<file path="config.mk">
export PLATFORM = sky130hd
export DESIGN_NAME = pmu_pwr_seq
export DESIGN_NICKNAME = d
export VERILOG_FILES = /design/src/rtl/pmu_pwr_seq.sv
export SDC_FILE = /design/constraint.sdc
export NUM_CORES = 1
export LEC_CHECK = 0
export BUFFER_PORTS_ARGS = -buffer_cell sky130_fd_sc_hd__buf_2
export CAP_MARGIN = 25
export CORE_MARGIN = 1
export CORE_UTILIZATION = 50
export DETAILED_ROUTE_END_ITERATION = 7
export PLACE_DENSITY = 0.77
export SETUP_SLACK_MARGIN = 0.05
export SYNTH_ARGS = -nofsm -noshare
export SYNTH_HDL_FRONTEND = slang
export SYNTH_SLANG_ARGS = --single-unit
</file>
<file path="constraint.sdc">
create_clock -name pmu_clk -period 4.3 [get_ports pmu_clk]
set_input_delay 0.43 -clock pmu_clk [delete_from_list [all_inputs] [get_ports pmu_clk]]
set_output_delay 0.43 -clock pmu_clk [all_outputs]
set_load 0.01 [all_outputs]
</file>
<file path="src/rtl/pmu_pwr_seq.sv">
// Power-domain sequencer for one switchable core domain: timed, acknowledged and
// abortable power-down / power-up walk with timeout-to-error reporting.
module pmu_pwr_seq #(
  parameter int CNT_W = 8,
  parameter int TO_W  = 16
) (
  input  logic             pmu_clk,
  input  logic             pad_cpu_rst,
  input  logic             sleep_req,
  input  logic             wake_req,
  input  logic             err_clr,
  input  logic [CNT_W-1:0] cfg_dly,
  input  logic [TO_W-1:0]  cfg_timeout,
  input  logic             pwr_sw_ack,
  output logic             pwr_sw_en,
  output logic             iso_en,
  output logic             dom_rst_b,
  output logic             dom_off,
  output logic             seq_busy,
  output logic             seq_done,
  output logic             seq_err
);

  typedef enum logic [3:0] {
    S_ON          = 4'd0,
    S_RST_ASSERT  = 4'd1,
    S_ISO_ON      = 4'd2,
    S_SW_OFF_WAIT = 4'd3,
    S_OFF         = 4'd4,
    S_SW_ON_WAIT  = 4'd5,
    S_ISO_OFF     = 4'd6,
    S_RST_RELEASE = 4'd7,
    S_ERR         = 4'd8
  } state_t;

  state_t            r_state;
  state_t            w_state_next;
  logic [TO_W-1:0]   r_cnt;
  logic [CNT_W-1:0]  r_dly;
  logic [TO_W-1:0]   r_to;
  logic              w_dwell_done;
  logic              w_timeout;
  logic              w_capture;
  logic              w_state_chg;
  logic              w_done_next;
  logic              w_pwr_next;
  logic              w_iso_next;
  logic              w_rstb_next;

  assign w_dwell_done = (r_cnt == TO_W'(r_dly));
  assign w_timeout    = (r_to != '0) && (r_cnt == (r_to - TO_W'(1)));
  assign w_state_chg  = (w_state_next != r_state);

  // Timing config is frozen for the whole sequence once it leaves a resting state.
  assign w_capture = ((r_state == S_ON || r_state == S_OFF) && w_state_chg) ||
                     (r_state == S_ERR && err_clr);

  assign w_done_next = (r_state == S_RST_RELEASE && w_state_next == S_ON) ||
                       (r_state == S_SW_OFF_WAIT && w_state_next == S_OFF);

  always_comb begin
    w_state_next = r_state;
    case (r_state)
      S_ON: begin
        if (sleep_req && !wake_req) w_state_next = S_RST_ASSERT;
      end
      S_RST_ASSERT: begin
        if (wake_req)          w_state_next = S_RST_RELEASE;
        else if (w_dwell_done) w_state_next = S_ISO_ON;
      end
      S_ISO_ON: begin
        if (wake_req)          w_state_next = S_ISO_OFF;
        else if (w_dwell_done) w_state_next = S_SW_OFF_WAIT;
      end
      S_SW_OFF_WAIT: begin
        if (wake_req)         w_state_next = S_SW_ON_WAIT;
        else if (!pwr_sw_ack) w_state_next = S_OFF;
        else if (w_timeout)   w_state_next = S_ERR;
      end
      S_OFF: begin
        if (wake_req) w_state_next = S_SW_ON_WAIT;
      end
      S_SW_ON_WAIT: begin
        if (pwr_sw_ack)     w_state_next = S_ISO_OFF;
        else if (w_timeout) w_state_next = S_ERR;
      end
      S_ISO_OFF: begin
        if (w_dwell_done) w_state_next = S_RST_RELEASE;
      end
      S_RST_RELEASE: begin
        if (w_dwell_done) w_state_next = S_ON;
      end
      S_ERR: begin
        if (err_clr) w_state_next = S_SW_ON_WAIT;
      end
      default: w_state_next = S_ON;
    endcase
  end

  // Rail controls are decoded from the state being entered so they register with it.
  always_comb begin
    w_pwr_next  = 1'b1;
    w_iso_next  = 1'b0;
    w_rstb_next = 1'b1;
    case (w_state_next)
      S_RST_ASSERT:  begin w_pwr_next = 1'b1; w_iso_next = 1'b0; w_rstb_next = 1'b0; end
      S_ISO_ON:      begin w_pwr_next = 1'b1; w_iso_next = 1'b1; w_rstb_next = 1'b0; end
      S_SW_OFF_WAIT: begin w_pwr_next = 1'b0; w_iso_next = 1'b1; w_rstb_next = 1'b0; end
      S_OFF:         begin w_pwr_next = 1'b0; w_iso_next = 1'b1; w_rstb_next = 1'b0; end
      S_SW_ON_WAIT:  begin w_pwr_next = 1'b1; w_iso_next = 1'b1; w_rstb_next = 1'b0; end
      S_ISO_OFF:     begin w_pwr_next = 1'b1; w_iso_next = 1'b0; w_rstb_next = 1'b0; end
      S_RST_RELEASE: begin w_pwr_next = 1'b1; w_iso_next = 1'b0; w_rstb_next = 1'b1; end
      S_ERR:         begin w_pwr_next = 1'b1; w_iso_next = 1'b1; w_rstb_next = 1'b0; end
      default:       begin w_pwr_next = 1'b1; w_iso_next = 1'b0; w_rstb_next = 1'b1; end
    endcase
  end

  always_ff @(posedge pmu_clk) begin
    if (pad_cpu_rst) begin
      r_state   <= S_ON;
      r_cnt     <= '0;
      r_dly     <= '0;
      r_to      <= '0;
      pwr_sw_en <= 1'b1;
      iso_en    <= 1'b0;
      dom_rst_b <= 1'b1;
      dom_off   <= 1'b0;
      seq_busy  <= 1'b0;
      seq_done  <= 1'b0;
      seq_err   <= 1'b0;
    end else begin
      r_state <= w_state_next;
      if (w_state_chg)      r_cnt <= '0;
      else if (r_cnt != '1) r_cnt <= r_cnt + TO_W'(1);
      if (w_capture) begin
        r_dly <= cfg_dly;
        r_to  <= cfg_timeout;
      end
      pwr_sw_en <= w_pwr_next;
      iso_en    <= w_iso_next;
      dom_rst_b <= w_rstb_next;
      dom_off   <= (w_state_next == S_OFF);
      seq_busy  <= !(w_state_next == S_ON || w_state_next == S_OFF || w_state_next == S_ERR);
      seq_done  <= w_done_next;
      seq_err   <= (w_state_next == S_ERR);
    end
  end

endmodule

</file>
# After elaboration in Yosys (flattened, before gate mapping)
# Memories as Yosys holds them, arrays and structs flattened. A register that Yosys moved wholly into a read port is not among the register bits.
# Index checks and enable logic that the tools add are counted.
[totals] latchBits=0 in_bits=30 mem_bits_ro=48 out_inout_bits=7 ramBits=0 reg_bits=48 memories=1
[memory_table] name="(no name shown)" depth=16 word_bits=3 rd=1 rd_clocked_by_memory_dff=1 write_ports=0 line="105" text="case (w_state_next)"
[classes] reduce_logical=17 div=0 n_lt_le_gt_ge=0 eq_ne=14 n_bitwise=0 mux=14 n_shift=0 n_addsub=2 multipliers=0
[ops] operator="two-way mux 4 bit" count=13
[ops] operator="case mux 4 bit (9 select lines)" count=1
[ops] operator="== test 4 x 3 -> 1 bit, second input constant" count=5
[ops] operator="adder 16 x 1 -> 16 bit, second input constant" count=1
[ops] operator="== test 16 bit" count=1
[ops] operator="== test 16 x 8 -> 1 bit" count=1
[ops] operator="!= test 16 bit, second input constant" count=1
[ops] operator="nonzero test 16 bit" count=1
[ops] operator="subtractor 16 x 1 -> 16 bit, second input constant" count=1
[ops] operator="== test 4 x 2 -> 1 bit, second input constant" count=2
[ops] operator="== test 4 bit, second input constant" count=2
[ops] operator="logical NOT 4 bit" count=2
[ops] operator="logical AND 1 bit" count=6
[ops] operator="logical OR 1 bit" count=5
[ops] operator="== test 4 x 1 -> 1 bit, second input constant" count=1
[ops] operator="!= test 4 bit" count=1
[ops] operator="logical NOT 1 bit" count=2
[ops] operator="OR reduction 2 bit" count=1

# Depth between registers and ports, before layout
[depth] depth_word=11 mapped_depth=12

# Least setup slack after synthesis
# No wires, ideal clock.
[synth_timing] path_type="register -> register" from="register r_to[0]" to="register r_dly[4]" path_slack_ps=1192 required_time_ps=4228 path_stages_with_launch=13 setup_ps=72 path_buffers=2 arrival_time_ps=3036 cell_sequence="dfxtp_1 > clkbuf_1 > inv_1 > ha_1 > or4bb_1 > a211oi_1 > o221ai_1 > a211oi_1 > nand4_2 > a22o_1 > a311oi_4 > buf_6 > mux2i_1"
[synth_between] elab_chain_len=10 elab_cells_between_ends=12
[synth_lines] element="from (decl)" line="40" text="logic [TO_W-1:0] r_to;"
[synth_lines] element="from (signal assigned)" line="137" text="r_to <= cfg_timeout;"
[synth_lines] element="subtractor 16 x 1 -> 16 bit" line="51" text="assign w_timeout = (r_to != '0) && (r_cnt == (r_to - TO_W'(1)));"
[synth_lines] element="== test 16 bit" line="51"
[synth_lines] element="logical AND 1 bit *" line="51"
[synth_lines] element="two-way mux 4 bit *" line="78, 85"
[synth_lines] element="two-way mux 4 bit" line="77" text="else if (!pwr_sw_ack) w_state_next = S_OFF;"
[synth_lines] element="two-way mux 4 bit" line="76" text="if (wake_req) w_state_next = S_SW_ON_WAIT;"
[synth_lines] element="case mux 4 bit (9 select lines) *" line="63" text="case (r_state)"
[synth_lines] element="!= test 4 bit *" line="52" text="assign w_state_chg = (w_state_next != r_state);"
[synth_lines] element="logical AND 1 bit *" line="55" text="assign w_capture = ((r_state == S_ON || r_state == S_OFF) && w_state_chg) ||"
[synth_lines] element="logical OR 1 bit *" line="55"
[synth_lines] element="to (signal assigned)" line="136" text="r_dly <= cfg_dly;"
[synth_lines] element="to (decl)" line="39" text="logic [CNT_W-1:0] r_dly;"
# Mark *: on every way between the ends. The rest lies on a longest branch, timed or not.
# A chain may end at the register's enable or synchronous reset.

# Worst setup path in the final report
[layout_timing] from="register r_to[0]" to="register r_to[2]"
[layout_between] elab_chain_len=10 elab_cells_between_ends=12
[layout_lines] element="subtractor 16 x 1 -> 16 bit" line="51"
[layout_lines] element="== test 16 bit" line="51"
[layout_lines] element="logical AND 1 bit *" line="51"
[layout_lines] element="two-way mux 4 bit *" line="78, 85"
[layout_lines] element="two-way mux 4 bit" line="77"
[layout_lines] element="two-way mux 4 bit" line="76"
[layout_lines] element="case mux 4 bit (9 select lines) *" line="63"
[layout_lines] element="!= test 4 bit *" line="52"
[layout_lines] element="logical AND 1 bit *" line="55"
[layout_lines] element="logical OR 1 bit *" line="55"
# Marked as above.

==> impl_metrics.json <==
{
  "status": "complete, no violations",
  "skew_ns": 0.009268,
  "layoutNonFillerInstCount": 482,
  "synthArstFlopShare": 0,
  "cts_root_buf": "clkbuf_8",
  "drt-total-wl_mm": 6.595,
  "ys_seq_area_frac": 0.3293,
  "grt_use_total": 0.2111,
  "leakagePower_uw": 0.001315,
  "post-cts-setup-buffers": 0,
  "start_util": 0.5206,
  "clk_pin_slew_worst_paths_ns": 0.09,
  "num-fill-cells": 565,
  "holdBufCountCts": 0,
  "syn2layout_area_growth_pct": 9.039,
  "core_um2": 5956,
  "slew_headroom": 0.5480,
  "required_ns": 4.53,
  "dieHeight_um": 80.75,
  "fin_setup_tns_ns": 0,
  "cts_tree": "built",
  "end_kind": "register",
  "cts_max_level": 2,
  "vdd_drop_max_v": 0.0003667,
  "dieArea_um2": 6520,
  "drcViolationCount": 0,
  "clockBufferDepth": 2,
  "first_global_vias": 2373,
  "netlist_area_um2": 3100,
  "gp_congestion": 0.8697,
  "hold_viol_final": 0,
  "setup_viol": 0,
  "via_per_inst": 5.629,
  "period_needed_ns": 3.529,
  "drive_above_1_share": 0.1376,
  "vias": 2713,
  "grt-ovfl-total": 0,
  "die_w_um": 80.75,
  "rsz0062_at_grt": "false",
  "r2r_slack_ns": 0.77,
  "fin_nets": 439,
  "synth-edff-count": 0,
  "grt_max_degree": 31,
  "detail-route-antenna-nets": 0,
  "post_cts_resized": 0,
  "io_buffers": 36,
  "avgSynthCellArea_um2": 8.053,
  "grt_pass1_wl_mm": 10.85,
  "fp-row-count": 28,
  "yosys_register_bits": 51,
  "cp-start-kind": "register",
  "drv_cap": 0,
  "num_io_pins": 37,
  "power_uw": 2568,
  "tightestPinTransition_ns": 0.6729,
  "path_max_fanout": 24,
  "arrival_ns": 3.76,
  "drv_slew": 0,
  "syn_inst": 385,
  "drtIter0Drc": 162,
  "cts_made_buffers": 5,
  "synth.distinct_cells": 56,
  "clock-sinks": 51,
  "dp_cells": 474,
  "fmax_mhz": 283.4,
  "powerDensity_nw_per_um2": 759.6,
  "ys_warn_count": 0,
  "insertion_delay_ns": 0.30,
  "syn-num-nets": 418,
  "timing.final.crit_share": 0.8206,
  "post_drt_wl_per_cell_um": 13.68,
  "firstDrtPassIters": 4,
  "crit_type": "register to register",
  "antenna_found_initial": 0,
  "ys.flop_type": "dfxtp_1",
  "hp-class": "input pin to register",
  "dpl.hpwl_mm": 4.898,
  "fin_util": 0.5676,
  "antennaDiodeCount": 0
}
cells by family (layout without fill, tap and decap cells):
logic type / count (synthesis) / count (layout) / share of synthesized area
AO/OA/AOI/OAI: 56 / 56 / 0.1368
XOR/XNOR: 39 / 39 / 0.1102
adder cells (fa/ha/maj): 3 / 3 / 0.01211
buffers and inverters: 35 / 57 / 0.04802
flip-flops: 51 / 51 / 0.3293
multiplexers: 30 / 30 / 0.09766
AND/OR/NAND/NOR: 171 / 171 / 0.2659
path summary, 6_finish.rpt:
path,start,endpoint,cells after the start
max reg2reg,r_to[0],r_to[2],11
min reg2reg,r_dly[1],r_dly[1],2
min,cfg_dly[6],r_dly[6],3
max,r_to[0],r_to[2],11
through the flow:
stage | worst slack (ns) | hold WS [ns] | cell area (um2)
2_1_floorplan | 1.192 | 0.4473 | 3100
3_3_place_gp | 0.8802 | 0.4566 | 3286
3_5_place_dp | 0.8675 | 0.4595 | 3286
4_1_cts | 0.8262 | 0.3513 | 3381
5_1_grt | 0.6314 | 0.3548 | 3381
6_report | 0.7714 | 0.3603 | 3381
per-layer routing:
| layer | part of all wire | vias to the layer above | GRT usage |
|---|---|---|---|
| met2 | 0.44 | 88 | 0.3339 |
| met4 | 0.011 | 0 | 0.07143 |
| met5 | 0 | - | 0 |
| li1 | - | 1390 | - |
| met3 | 0.059 | 10 | 0.03708 |
| met1 | 0.49 | 1225 | 0.2891 |
power breakdown:
group / switching [uW] / internal, uW
clock network: 156 / 132
registers: 192 / 617
logic: 805 / 667
total: 1150 / 1420
flip-flops by register name (all words and copies together), names as in the netlist:
name       flops
seq_err        1
iso_en         1
r_state        4
pwr_sw_en      1
seq_done       1
dom_off        1
r_to          16
r_dly          8
seq_busy       1
dom_rst_b      1
r_cnt         16
synthesized netlist by cell type (5+ instances only):
cell	count	area, um2
nand3_1	10	50.05
inv_1	8	30.03
xnor2_1	29	254.0
nand4_1	8	50.05
nor2_1	35	131.4
dfxtp_1	51	1021
clkbuf_1	21	78.83
nor2b_1	5	31.28
o21ai_0	5	25.02
a21oi_1	13	65.06
nor3_1	20	100.1
nand2_1	64	240.2
xor2_1	10	87.58
mux2i_1	28	280.3
nor4_1	7	43.79
cells in the final DEF (no fill, tap or decap), types with 5 or more instances in the layout:
| cell type | instances |
|---|---|
| inv_1 | 8 |
| nor4_1 | 7 |
| nand4_1 | 8 |
| o21ai_0 | 5 |
| a21oi_1 | 13 |
| nor2_1 | 35 |
| clkbuf_8 | 6 |
| mux2i_1 | 28 |
| nand3_1 | 10 |
| nand2_1 | 64 |
| xor2_1 | 10 |
| buf_2 | 36 |
| nor3_1 | 20 |
| nor2b_1 | 5 |
| dfxtp_1 | 51 |
| xnor2_1 | 29 |
cell type report:
class                           instances  area [um2]  share of cell area
Inverter                               10       37.54             0.01110
Timing Repair Buffer                   39       202.7             0.05996
Clock buffer                            7       86.33             0.02554
Multi-Input combinational cell        299        1931              0.5711
Tap cell                               75       93.84             0.02776
Sequential cell                        51        1021              0.3020
Clock inverter                          1       8.758            0.002591
worst max-delay path: stages (launching register included):
cell and delay, ns:
dfxtp_1 0.41, inv_1 0.12, ha_1 0.20, or4bb_1 0.49
a211oi_1 0.31, o221ai_1 0.17, a211oi_1 0.31, nand4_2 0.25
a22o_1 0.31, a311oi_4 0.20, buf_4 0.41, mux2i_1 0.25
Note: power is estimated with default switching activity, not from simulation.
